**config.mk**
```make
export PLATFORM = sky130hd
export DESIGN_NAME = fpu_req_arbiter
export DESIGN_NICKNAME = d
export VERILOG_FILES = /design/src/rtl/fpu_req_arbiter.sv
export SDC_FILE = /design/constraint.sdc
export NUM_CORES = 1
export LEC_CHECK = 0
export ABC_AREA = 1
export CORE_AREA = 5 5 160 162
export CTS_CLUSTER_DIAMETER = 50
export CTS_CLUSTER_SIZE = 24
export DETAILED_ROUTE_END_ITERATION = 10
export DIE_AREA = 0 0 165 167
export PLACE_DENSITY = 0.65
export SYNTH_ARGS = -nofsm -noshare
export SYNTH_HDL_FRONTEND = slang
export SYNTH_SLANG_ARGS = --single-unit
export TNS_END_PERCENT = 30
```
**constraint.sdc**
```tcl
create_clock -name clk_gated -period 5.32 [get_ports clk_gated]
set_input_delay 1.064 -clock clk_gated [delete_from_list [all_inputs] [get_ports clk_gated]]
set_output_delay 1.064 -clock clk_gated [all_outputs]
set_load 0.02 [all_outputs]
```
**src/rtl/fpu_req_arbiter.sv**
```systemverilog
// fpu_req_arbiter: round-robin sharing of one fixed-latency FPU among NUM_REQ requesters,
// with a tag pipeline that routes each result back to the requester that issued it.
module fpu_req_arbiter #(
   parameter int NUM_REQ     = 4,
   parameter int DATA_WIDTH  = 32,
   parameter int FPU_LATENCY = 2,
   parameter int TAG_WIDTH   = $clog2(NUM_REQ)
) (
   input  logic                          clk_gated,
   input  logic                          rst_n,
   input  logic                          arb_en,
   input  logic [NUM_REQ-1:0]            req_valid,
   output logic [NUM_REQ-1:0]            req_ready,
   input  logic [3*NUM_REQ-1:0]          req_op,
   input  logic [DATA_WIDTH*NUM_REQ-1:0] req_a,
   input  logic [DATA_WIDTH*NUM_REQ-1:0] req_b,
   output logic                          fpu_valid_in,
   output logic [2:0]                    fpu_operation,
   output logic [DATA_WIDTH-1:0]         fpu_operand_a,
   output logic [DATA_WIDTH-1:0]         fpu_operand_b,
   input  logic                          fpu_valid_out,
   input  logic [DATA_WIDTH-1:0]         fpu_result,
   input  logic                          fpu_exception,
   output logic [NUM_REQ-1:0]            rsp_valid,
   output logic [DATA_WIDTH-1:0]         rsp_result,
   output logic                          rsp_exception,
   output logic                          idle,
   output logic                          protocol_err
);
   logic [TAG_WIDTH-1:0]                  ptr_q, ptr_d, win_idx, idx;
   logic                                  win_found, fire, match;
   logic                                  vin_q, vin_d;
   logic [TAG_WIDTH-1:0]                  iss_tag_q, iss_tag_d;
   logic [2:0]                            op_q, op_d;
   logic [DATA_WIDTH-1:0]                 a_q, a_d, b_q, b_d;
   logic [FPU_LATENCY-1:0]                tv_q, tv_d;
   logic [FPU_LATENCY-1:0][TAG_WIDTH-1:0] tt_q, tt_d;
   logic [NUM_REQ-1:0]                    rv_q, rv_d;
   logic [DATA_WIDTH-1:0]                 rr_q, rr_d;
   logic                                  rx_q, rx_d;
   logic                                  perr_q, perr_d;

   always_comb begin
      win_found = 1'b0;
      win_idx   = '0;
      idx       = '0;
      for (int k = 1; k <= NUM_REQ; k++) begin
         idx = TAG_WIDTH'((int'(ptr_q) + k) % NUM_REQ);
         if (!win_found && req_valid[idx]) begin
            win_found = 1'b1;
            win_idx   = idx;
         end
      end
   end

   // rst_n gating keeps ready at zero while reset is held, even with requests pending
   assign fire      = rst_n & arb_en & win_found;
   assign req_ready = fire ? (NUM_REQ'(1) << win_idx) : '0;
   assign match     = fpu_valid_out & tv_q[FPU_LATENCY-1];

   // the issue register is the head of the tag pipeline; tv_q tracks the FPU's own latency
   always_comb begin
      ptr_d     = fire ? win_idx : ptr_q;
      vin_d     = fire;
      iss_tag_d = win_idx;
      op_d      = fire ? req_op[3*win_idx +: 3] : op_q;
      a_d       = fire ? req_a[DATA_WIDTH*win_idx +: DATA_WIDTH] : a_q;
      b_d       = fire ? req_b[DATA_WIDTH*win_idx +: DATA_WIDTH] : b_q;
      tv_d      = tv_q;
      tt_d      = tt_q;
      tv_d[0]   = vin_q;
      tt_d[0]   = iss_tag_q;
      for (int s = 1; s < FPU_LATENCY; s++) begin
         tv_d[s] = tv_q[s-1];
         tt_d[s] = tt_q[s-1];
      end
      rv_d   = match ? (NUM_REQ'(1) << tt_q[FPU_LATENCY-1]) : '0;
      rr_d   = match ? fpu_result : rr_q;
      rx_d   = match ? fpu_exception : rx_q;
      perr_d = perr_q | (fpu_valid_out ^ tv_q[FPU_LATENCY-1]);
   end

   always_ff @(posedge clk_gated or negedge rst_n) begin
      if (!rst_n) begin
         ptr_q     <= TAG_WIDTH'(NUM_REQ-1);
         vin_q     <= 1'b0;
         iss_tag_q <= '0;
         op_q      <= '0;
         a_q       <= '0;
         b_q       <= '0;
         tv_q      <= '0;
         tt_q      <= '0;
         rv_q      <= '0;
         rr_q      <= '0;
         rx_q      <= 1'b0;
         perr_q    <= 1'b0;
      end else begin
         ptr_q     <= ptr_d;
         vin_q     <= vin_d;
         iss_tag_q <= iss_tag_d;
         op_q      <= op_d;
         a_q       <= a_d;
         b_q       <= b_d;
         tv_q      <= tv_d;
         tt_q      <= tt_d;
         rv_q      <= rv_d;
         rr_q      <= rr_d;
         rx_q      <= rx_d;
         perr_q    <= perr_d;
      end
   end

   assign fpu_valid_in  = vin_q;
   assign fpu_operation = op_q;
   assign fpu_operand_a = a_q;
   assign fpu_operand_b = b_q;
   assign rsp_valid     = rv_q;
   assign rsp_result    = rr_q;
   assign rsp_exception = rx_q;
   assign protocol_err  = perr_q;
   assign idle          = !vin_q & ~|tv_q & ~|rv_q;
endmodule

```
==> results_dict.tcl, run 1 <==
set metrics [dict create \
    status "completed" \
    fmax_ghz 0.2262 \
    synth.yosys.seq_area_share_pct 38.35 \
    yosysWarnings 0 \
    worstHoldStart "tt_d[3]$_DFF_PN0_" \
    rrSetupSlack_ns 1.85 \
    power_mw 7.369 \
    drtAntennaViolNets 0 \
    hold_ws_ns 0.3552 \
    hold_class "register to register" \
    htree_levels 4 \
    synth.distinct_cells 27 \
    rsz0062_at_grt "no" \
    yosysTopAreaCellShare_pct 37.65 \
    hpwl_um 22370 \
    critPathKind "input pin to primary output" \
    finalCriticalPeriod_ns 4.422 \
    syn_area_sq_um 7576 \
    reg2reg_depth 15 \
    rr_startpoint "ptr_q[0]$_DFFE_PN1P_" \
    synthesis.nets 1496 \
    grt_pass1_wl_um 45410 \
    avgSynthCellArea_sq_um 6.388 \
    first_iter_violations 408 \
    fin_ws_ns 0.8982 \
    min_path_cells 0 \
    fin_area_sq_um 12470 \
    viasPerCell 4.505 \
    crit_fanout 50 \
    via_count 8577 \
    antenna_found_initial 1 \
    cts_buffer_depth 2 \
    die_h_um 167 \
    power_per_cell_area_nw_per_um2 590.8 \
    p_leak_nw 6.440 \
    cts_tree "built" \
    place_area_sq_um 11910 \
    cts_hold_buffers 0 \
    io_buffers 419 \
    synth_compound_area_share_pct 0.2808 \
    finClkSkew_ns 0.01061 \
    cts.clk_slew.worst_paths_ns 0.06 \
    yosys.area_share.simple_pct 44.97 \
    clock_sinks 116 \
    worst-endpoint-required_ns 4.26 \
    pre_cts_slack_ns 0.9226 \
    ys_ff_latch 116 \
    initial_utilization_pct 31.62 \
    grt_pass1_vias 8299 \
    final_core_util_pct 52.05 \
    grt_max_degree 102 \
    die_w_um 165 \
    synth_cells 1186 \
    synthAdderAreaFrac_pct 0.1652 \
    drive_above_1_share_pct 4.813 \
    tightest_slew_ns 0.9548 \
    cts_setup_buffers 0 \
    synth-xor-area-share_pct 0 \
    gp_congestion 0.8791 \
    dieArea_sq_um 27560 \
    muxShareOfSynthArea_pct 0 \
    crit_arrival_ns 3.36 \
    min_to "tt_q[3]$_DFF_PN0_" \
    insertion_delay_ns 0.41 \
    wire_per_inst_um 15.68 \
    final_cell_mix "nand2_1 (447), clkdlybuf4s50_1 (418), nand3_1 (242)" \
    routed_wl_um 29860 \
    rr_endpoint "fpu_operand_b[12]$_DFFE_PN0P_" \
    nets 1876 \
    slew_viol_final 0 \
    synth_top_family_by_area "simple AND/OR/NAND/NOR gates" \
    max_cap_violations 0 \
    post_cts_resized 0 \
    setup_viol 0 \
    grtUsageTotal_pct 20.88 \
    layout_commonest_cell "nand2_1" \
    synth_top_area_cell "dfrtp_1" \
    numCtsBuffers 17 \
    first_pass_iters 5 \
    max-vdd-ir-drop_uv 436.7 \
    synthTopCellsByArea "dfrtp_1 (38%), nand2_1 (22%), nand3_1 (16%)" \
    num_rows 57 \
    drc 0 \
    ios 420 \
    finalHoldViolations 0 \
    fin_crit_sh_pct 83.12 \
    slew_headroom_pct 36.34 \
    cts-root-buf "clkbuf_16" \
    final_cells 1904 \
    fin_setup_tns_ns 0 \
    end_kind "primary output" \
    core_sq_um 23960 \
    critPathLaunchType "input pin" \
    overflow 0 \
    dp_cells 1871 \
    area_delta_synth_final_pct 64.62 \
]
-- area by class of cell --
cell class	count	area [sq um]
Timing Repair Buffer	432	4289
Fill cell	2440	11490
Antenna cell	1	2.502
Inverter	221	832.0
Tap cell	324	405.4
Clock buffer	17	425.4
Clock inverter	15	137.6
Multi-Input combinational cell	778	3475
Sequential cell	116	2905
-- routing by layer --
metal / vias to the layer above / wire (um) / part of all wire (%) / GRT usage, %
li1: 4318 / - / - / -
met1: 3878 / 11780 / 39 / 24.10
met2: 341 / 14260 / 48 / 35.64
met3: 40 / 3011 / 10 / 7.365
met4: 0 / 800 / 2.7 / 7.233
met5: - / 0 / 0 / 0
-- critical path: stages --
cell and delay (ns):
clkdlybuf4s50_1 0.48, inv_1 0.04, nand2_1 0.07, nand2_1 0.07, nand2_1 0.07, nand2_1 0.07, nand2_1 0.07, nand2_1 0.07
nor2_1 0.12, nand2_2 0.11, nand2_8 0.26, nand2_1 0.13, nor2_1 0.10, clkdlybuf4s50_1 0.61
-- synth_stat cells --
cell type / count
or2_1: 49
nor2_1: 6
o21bai_1: 1
nand2_1: 449
inv_1: 217
nand4_1: 1
buf_4: 9
clkbuf_1: 19
nand3_1: 242
inv_2: 3
dfrtp_1: 114
ha_1: 1
inv_4: 1
a21oi_2: 1
or4_1: 1
nor4_1: 1
nor3_1: 6
nand2_2: 3
nand2_4: 1
buf_2: 30
nand3_2: 2
nor2_2: 1
buf_1: 5
buf_6: 8
dfstp_2: 2
o21ai_0: 1
or2_2: 12
-- kinds of logic (layout without fill, tap and decap cells) --
family | after synthesis | after routing
buffers and inverters | 292 | 685
DFF | 116 | 116
adders and majority gates | 1 | 1
other | 0 | 1
AOI/OAI and AO/OA | 3 | 3
and+or+nand+nor | 774 | 774
-- flip-flops by register name (all words and copies together) (netlist names) --
register,count
tt_d,2
ptr_q,2
fpu_operation,3
iss_tag_q,2
rsp_valid,4
tt_q,2
fpu_operand_b,32
protocol_err,1
tv_q,2
rsp_result,32
fpu_operand_a,32
rsp_exception,1
fpu_valid_in,1
-- report_power, final --
| part | internal, mW | switching (mW) | leakage (nW) |
|---|---|---|---|
| clock | 0.619 | 0.486 | 0.275 |
| combinational | 1.84 | 2.92 | 4.73 |
| sequential | 1.28 | 0.228 | 1.44 |
| total | 3.74 | 3.63 | 6.44 |
-- worst max-delay path by stage --
| stage | startpoint | end | slack [ns] | cells after the start |
|---|---|---|---|---|
| 2_1_floorplan | req_valid[2] | req_ready[2] | 1.74 | 11 |
| 3_3_place_gp | req_valid[2] | req_ready[3] | 0.97 | 14 |
| 3_5_place_dp | req_valid[2] | req_ready[3] | 0.92 | 14 |
| 4_1_cts | req_valid[2] | req_ready[3] | 0.92 | 14 |
| 5_1_grt | req_valid[2] | req_ready[3] | 0.65 | 14 |
| 6_report | req_valid[2] | req_ready[3] | 0.90 | 14 |
Note: power is estimated with default switching activity, not from simulation.
==> run 2: changes to the inputs <==
CORE_AREA = 5 5 161 163   (was 5 5 160 162)
DIE_AREA = 0 0 166 168   (was 0 0 165 167)
PLACE_DENSITY = 0.64   (was 0.65)
clock period = 4.2 ns   (was 5.32 ns; I/O delays follow)
==> run 2 against run 1 <==
Against the previous run: clock-buffer cell count did not move; critical endpoint unchanged; non-clock buffer count rose by 1; register-to-register slack got worse by 0.79 ns; clock skew barely moved.
==> results_dict.tcl, run 2 (same netlist as run 1, synthesis figures left out) <==
set metrics [dict create \
    critPathKind "input pin to primary output" \
    cp_slowest_cell "clkdlybuf4s50_1" \
    initial_utilization_pct 31.34 \
    layout_commonest_cell "nand2_1" \
    cts_buffer_depth 2 \
    io_buffers 419 \
    cts_hold_buffers 0 \
    via_count 8527 \
    max-vdd-ir-drop_uv 687.6 \
    cts_setup_buffers 0 \
    first_pass_iters 4 \
    finalHoldViolations 0 \
    num_rows 57 \
    power_per_cell_area_nw_per_um2 750.1 \
    drtAntennaViolNets 0 \
    p_leak_nw 6.453 \
    setup_viol 0 \
    fmax_ghz 0.2588 \
    die_w_um 166 \
    fin_setup_tns_ns 0 \
    slew_viol_final 0 \
    finClkSkew_ns 0.01037 \
    antenna_found_initial 2 \
    cts.clk_slew.worst_paths_ns 0.06 \
    final_cell_mix "nand2_1 (447), clkdlybuf4s50_1 (418), nand3_1 (242)" \
    grt_pass1_vias 8335 \
    wire_per_inst_um 15.80 \
    core_sq_um 24180 \
    nets 1877 \
    tightest_slew_ns 1.020 \
    dieArea_sq_um 27890 \
    overflow 0 \
    rsz0062_at_grt "no" \
    numCtsBuffers 17 \
    fin_crit_sh_pct 92.00 \
    drive_above_1_share_pct 4.873 \
    dp_cells 1872 \
    ios 420 \
    htree_levels 4 \
    die_h_um 168 \
    finalCriticalPeriod_ns 3.864 \
    final_cells 1906 \
    post_cts_resized 0 \
    hold_ws_ns 0.3506 \
    grt_pass1_wl_um 47420 \
    grt_use_met1_pct 25.66 \
    path_cells "clkdlybuf4s50_1 > nand2_1 > nand2_1 > nand2_1 > nand2_1 > nor2_2 > nand3_2 > nand3_4 > inv_1 > nand2_1 > nor2_1 > clkdlybuf4s50_1" \
    slew_headroom_pct 31.98 \
    gp_congestion 0.9001 \
    place_area_sq_um 11910 \
    area_delta_synth_final_pct 64.94 \
    power_mw 9.373 \
    crit_top_cell "nand2_1" \
    end_kind "primary output" \
    viasPerCell 4.474 \
    crit_arrival_ns 3.02 \
    use_met2_pct 35.76 \
    worst-endpoint-required_ns 3.36 \
    grtUsageTotal_pct 21.20 \
    slowest_delay_ns 0.65 \
    busiest_layer "met2" \
    first_iter_violations 372 \
    hpwl_um 22400 \
    fin_area_sq_um 12500 \
    clock_sinks 116 \
    crit_fanout 14 \
    grt_max_degree 107 \
    use_met3_pct 7.479 \
    insertion_delay_ns 0.42 \
    cts-root-buf "clkbuf_16" \
    max_cap_violations 0 \
    hold_class "register to register" \
    critPathLaunchType "input pin" \
    status "completed" \
    drc 0 \
    routed_wl_um 30120 \
    cts_tree "built" \
]
[run 2: critical path, delay by kind of cell]
family / cells / cell delay, ns
buf+inv: 3 / 1.25
simple gates: 9 / 0.92
[run 2: routing by layer]
layer,part of all wire (%),wire length [um]
met5,0,0
met4,2.3,691
met3,8.8,2651
met2,49,14660
met1,40,12120
[run 2: path summary, 6_finish.rpt]
check / from / endpoint / slack [ns] / cells past startpoint
worst max-delay path: req_valid[2] / req_ready[3] / 0.34 / 12
worst min-delay path: tt_d[2]$_DFF_PN0_ / tt_q[2]$_DFF_PN0_ / 0.35 / 0
worst max register to register: ptr_q[0]$_DFFE_PN1P_ / fpu_operand_b[21]$_DFFE_PN0P_ / 1.06 / 15
worst min register to register: tt_d[2]$_DFF_PN0_ / tt_q[2]$_DFF_PN0_ / 0.35 / 0
max in group asynchronous: rst_n / fpu_operand_b[23]$_DFFE_PN0P_ / 2.17 / 3
min in group asynchronous: rst_n / fpu_operand_a[31]$_DFFE_PN0P_ / 0.54 / 2
[run 2: stage by stage]
step | worst slack (ns) | utilization, %
after detailed placement | 0.3289 | 49.24
after CTS | 0.3095 | 51.66
final | 0.3359 | 51.68
after floorplan | 1.071 | -
after global routing | 0.1181 | 51.68
after global placement | 0.3833 | 49.24
[run 2: layout make-up]
class,count,area [sq um]
Timing Repair Buffer,433,4297
Clock inverter,15,160.2
Tap cell,324,405.4
Sequential cell,116,2905
Multi-Input combinational cell,778,3466
Clock buffer,17,425.4
Antenna cell,2,5.005
Fill cell,2365,11680
Inverter,221,832.0
[run 2: power by group]
part           leakage [nW]  internal (mW)  switching, mW
logic                  4.73           2.34           3.69
registers              1.44           1.62          0.292
clock network         0.283          0.793          0.639
total                  6.45           4.75           4.62
==> run 3: changes to the inputs <==
CORE_AREA = 5 5 160 162   (was 5 5 161 163)
DIE_AREA = 0 0 165 167   (was 0 0 166 168)
PLACE_DENSITY = 0.65   (was 0.64)
clock period = 4.61 ns   (was 4.2 ns; I/O delays follow)
==> run 3 against run 2 <==
Against the previous run: cell count shrank 0.16%; via count shrank 0.12%; critical path depth did not move; clock skew shrank 0.0024 ns; routed wire length decreased by 0.74%; die area fell by 1.2%; clock power hardly changed.
==> results_dict.tcl, run 3 (same netlist as run 1, synthesis figures left out) <==
set metrics [dict create \
    status "completed" \
    pwr-share-comb_pct 63.6 \
    final_core_util_pct 52.31 \
    grt_pass1_wl_um 45310 \
    startpoint "req_valid[2]" \
    slowest_delay_ns 0.61 \
    overflow 0 \
    core_sq_um 23960 \
    seqCellArea_sq_um 2905 \
    first_pass_iters 5 \
    p_switching_mw 4.187 \
    multi_input_area_sq_um 3475 \
    insertion_delay_ns 0.41 \
    cts_buffer_depth 2 \
    dp_cells 1870 \
    fin_ws_ns 0.5080 \
    crit_arrival_ns 3.18 \
    initial_utilization_pct 31.62 \
    nets 1875 \
    worst-endpoint-required_ns 3.69 \
    clock_sinks 116 \
    grtUsageTotal_pct 20.98 \
    finClkSkew_ns 0.007950 \
    hpwl_um 21980 \
    end_kind "primary output" \
    grt_max_degree 196 \
    fin_crit_sh_pct 88.98 \
    max-vdd-ir-drop_uv 853.1 \
    critPathLaunchType "input pin" \
    finalCriticalPeriod_ns 4.102 \
    fill_cells 2400 \
    drive_above_1_share_pct 4.689 \
    routed_wl_um 29900 \
    viasPerCell 4.476 \
    numCtsBuffers 17 \
    power_per_cell_area_nw_per_um2 693.5 \
    cts-root-buf "clkbuf_16" \
    slew_headroom_pct 27.46 \
    fmax_ghz 0.2438 \
    wire_per_inst_um 15.71 \
    post_cts_resized 0 \
    p_sw_share_pct 48.16 \
    gp_congestion 0.8590 \
    p_int_mw 4.506 \
    area_delta_synth_final_pct 65.45 \
    p_leak_nw 6.469 \
    via_count 8517 \
    io_buffers 419 \
    path_cells "clkdlybuf4s50_1 > nand2_1 > nand2_1 > nand2_1 > nand2_1 > nor2_2 > nand3_2 > nand3_4 > inv_1 > nand2_1 > nor2_1 > clkdlybuf4s50_1" \
    pre_cts_slack_ns 0.5336 \
    first_iter_violations 435 \
    seq_power_share_pct 20.1 \
    slew_viol_final 0 \
    drtAntennaViolNets 0 \
    tightest_slew_ns 1.087 \
    num_rows 57 \
    crit_fanout 24 \
    setup_viol 0 \
    cts_setup_buffers 0 \
    worstHoldStart "iss_tag_q[1]$_DFF_PN0_" \
    die_h_um 167 \
    cts.clk_slew.worst_paths_ns 0.06 \
    fin_setup_tns_ns 0 \
    drc 0 \
    finalHoldViolations 0 \
    dieArea_sq_um 27560 \
    die_w_um 165 \
    cts_hold_buffers 0 \
    layout_commonest_cell "nand2_1" \
    htree_levels 4 \
    antenna_found_initial 1 \
    max_cap_violations 0 \
    hold_class "register to register" \
    critPathKind "input pin to primary output" \
    ios 420 \
    crit_top_cell "nand2_1" \
    final_cells 1903 \
    grt_pass1_vias 8222 \
    rr_startpoint "ptr_q[0]$_DFFE_PN1P_" \
    cp_slowest_cell "clkdlybuf4s50_1" \
    rsz0062_at_grt "no" \
    pwr-share-clk_pct 16.3 \
    cts_tree "built" \
    final_cell_mix "nand2_1 (447), clkdlybuf4s50_1 (418), nand3_1 (242)" \
]
## run 3: cell count changes in the layout (fill, tap and decap cells not counted), sizes merged
cell and change:
inv -1, clkinv -2, diode -1, buf -2
clkinvlp -1, clkbuf +1, bufinv +3
## run 3: routing by layer
metal	share of wire, %	GRT usage [%]	vias to the layer above
met5	0	0	-
met4	3.4	8.065	0
met3	11	7.687	48
met2	47	35.23	342
met1	38	24.20	3806
li1	-	-	4321
## run 3: final timing paths
check,endpoint,slack [ns],cells after the start
worst max-delay path,req_ready[1],0.51,12
worst min-delay path,tt_d[3]$_DFF_PN0_,0.35,0
worst max register to register,fpu_operand_b[30]$_DFFE_PN0P_,1.58,13
worst min register to register,tt_d[3]$_DFF_PN0_,0.35,0
min in group asynchronous,fpu_operand_a[21]$_DFFE_PN0P_,0.63,2
max in group asynchronous,fpu_operand_a[25]$_DFFE_PN0P_,2.57,3
## run 3: power groups by stage
stage          registers [mW]  logic [mW]  clock network, mW
5_1_grt                  1.81        6.14               1.51
6_report                 1.75        5.53               1.41
3_5_place_dp             1.76        5.56                  0
4_1_cts                  1.75        5.58               1.46
2_1_floorplan            2.21        3.27                  0
3_3_place_gp             1.75        5.52                  0
## run 3: stage by stage
step	total power [mW]	cell area, sq um	hold WS, ns
floorplan	5.479	7576	0.3312
global placement	7.270	11910	0.3381
detailed placement	7.322	11910	0.3363
CTS	8.791	12530	0.3492
global route	9.449	12530	0.3532
finish	8.693	12530	0.3468
## run 3: cell type report
class                      count  area share (%)
multi-input combinational    778           27.72
clock buffer                  18           3.424
tap                          324           3.234
timing repair buffer         431           34.26
inverter                     221           6.638
sequential                   116           23.18
clock inverter                14           1.527
antenna                        1         0.01996
## run 3: critical path: cells and delay by family
kind / cells / cell delay [ns]
buffers and inverters: 3 / 1.26
AND/OR/NAND/NOR: 9 / 0.99
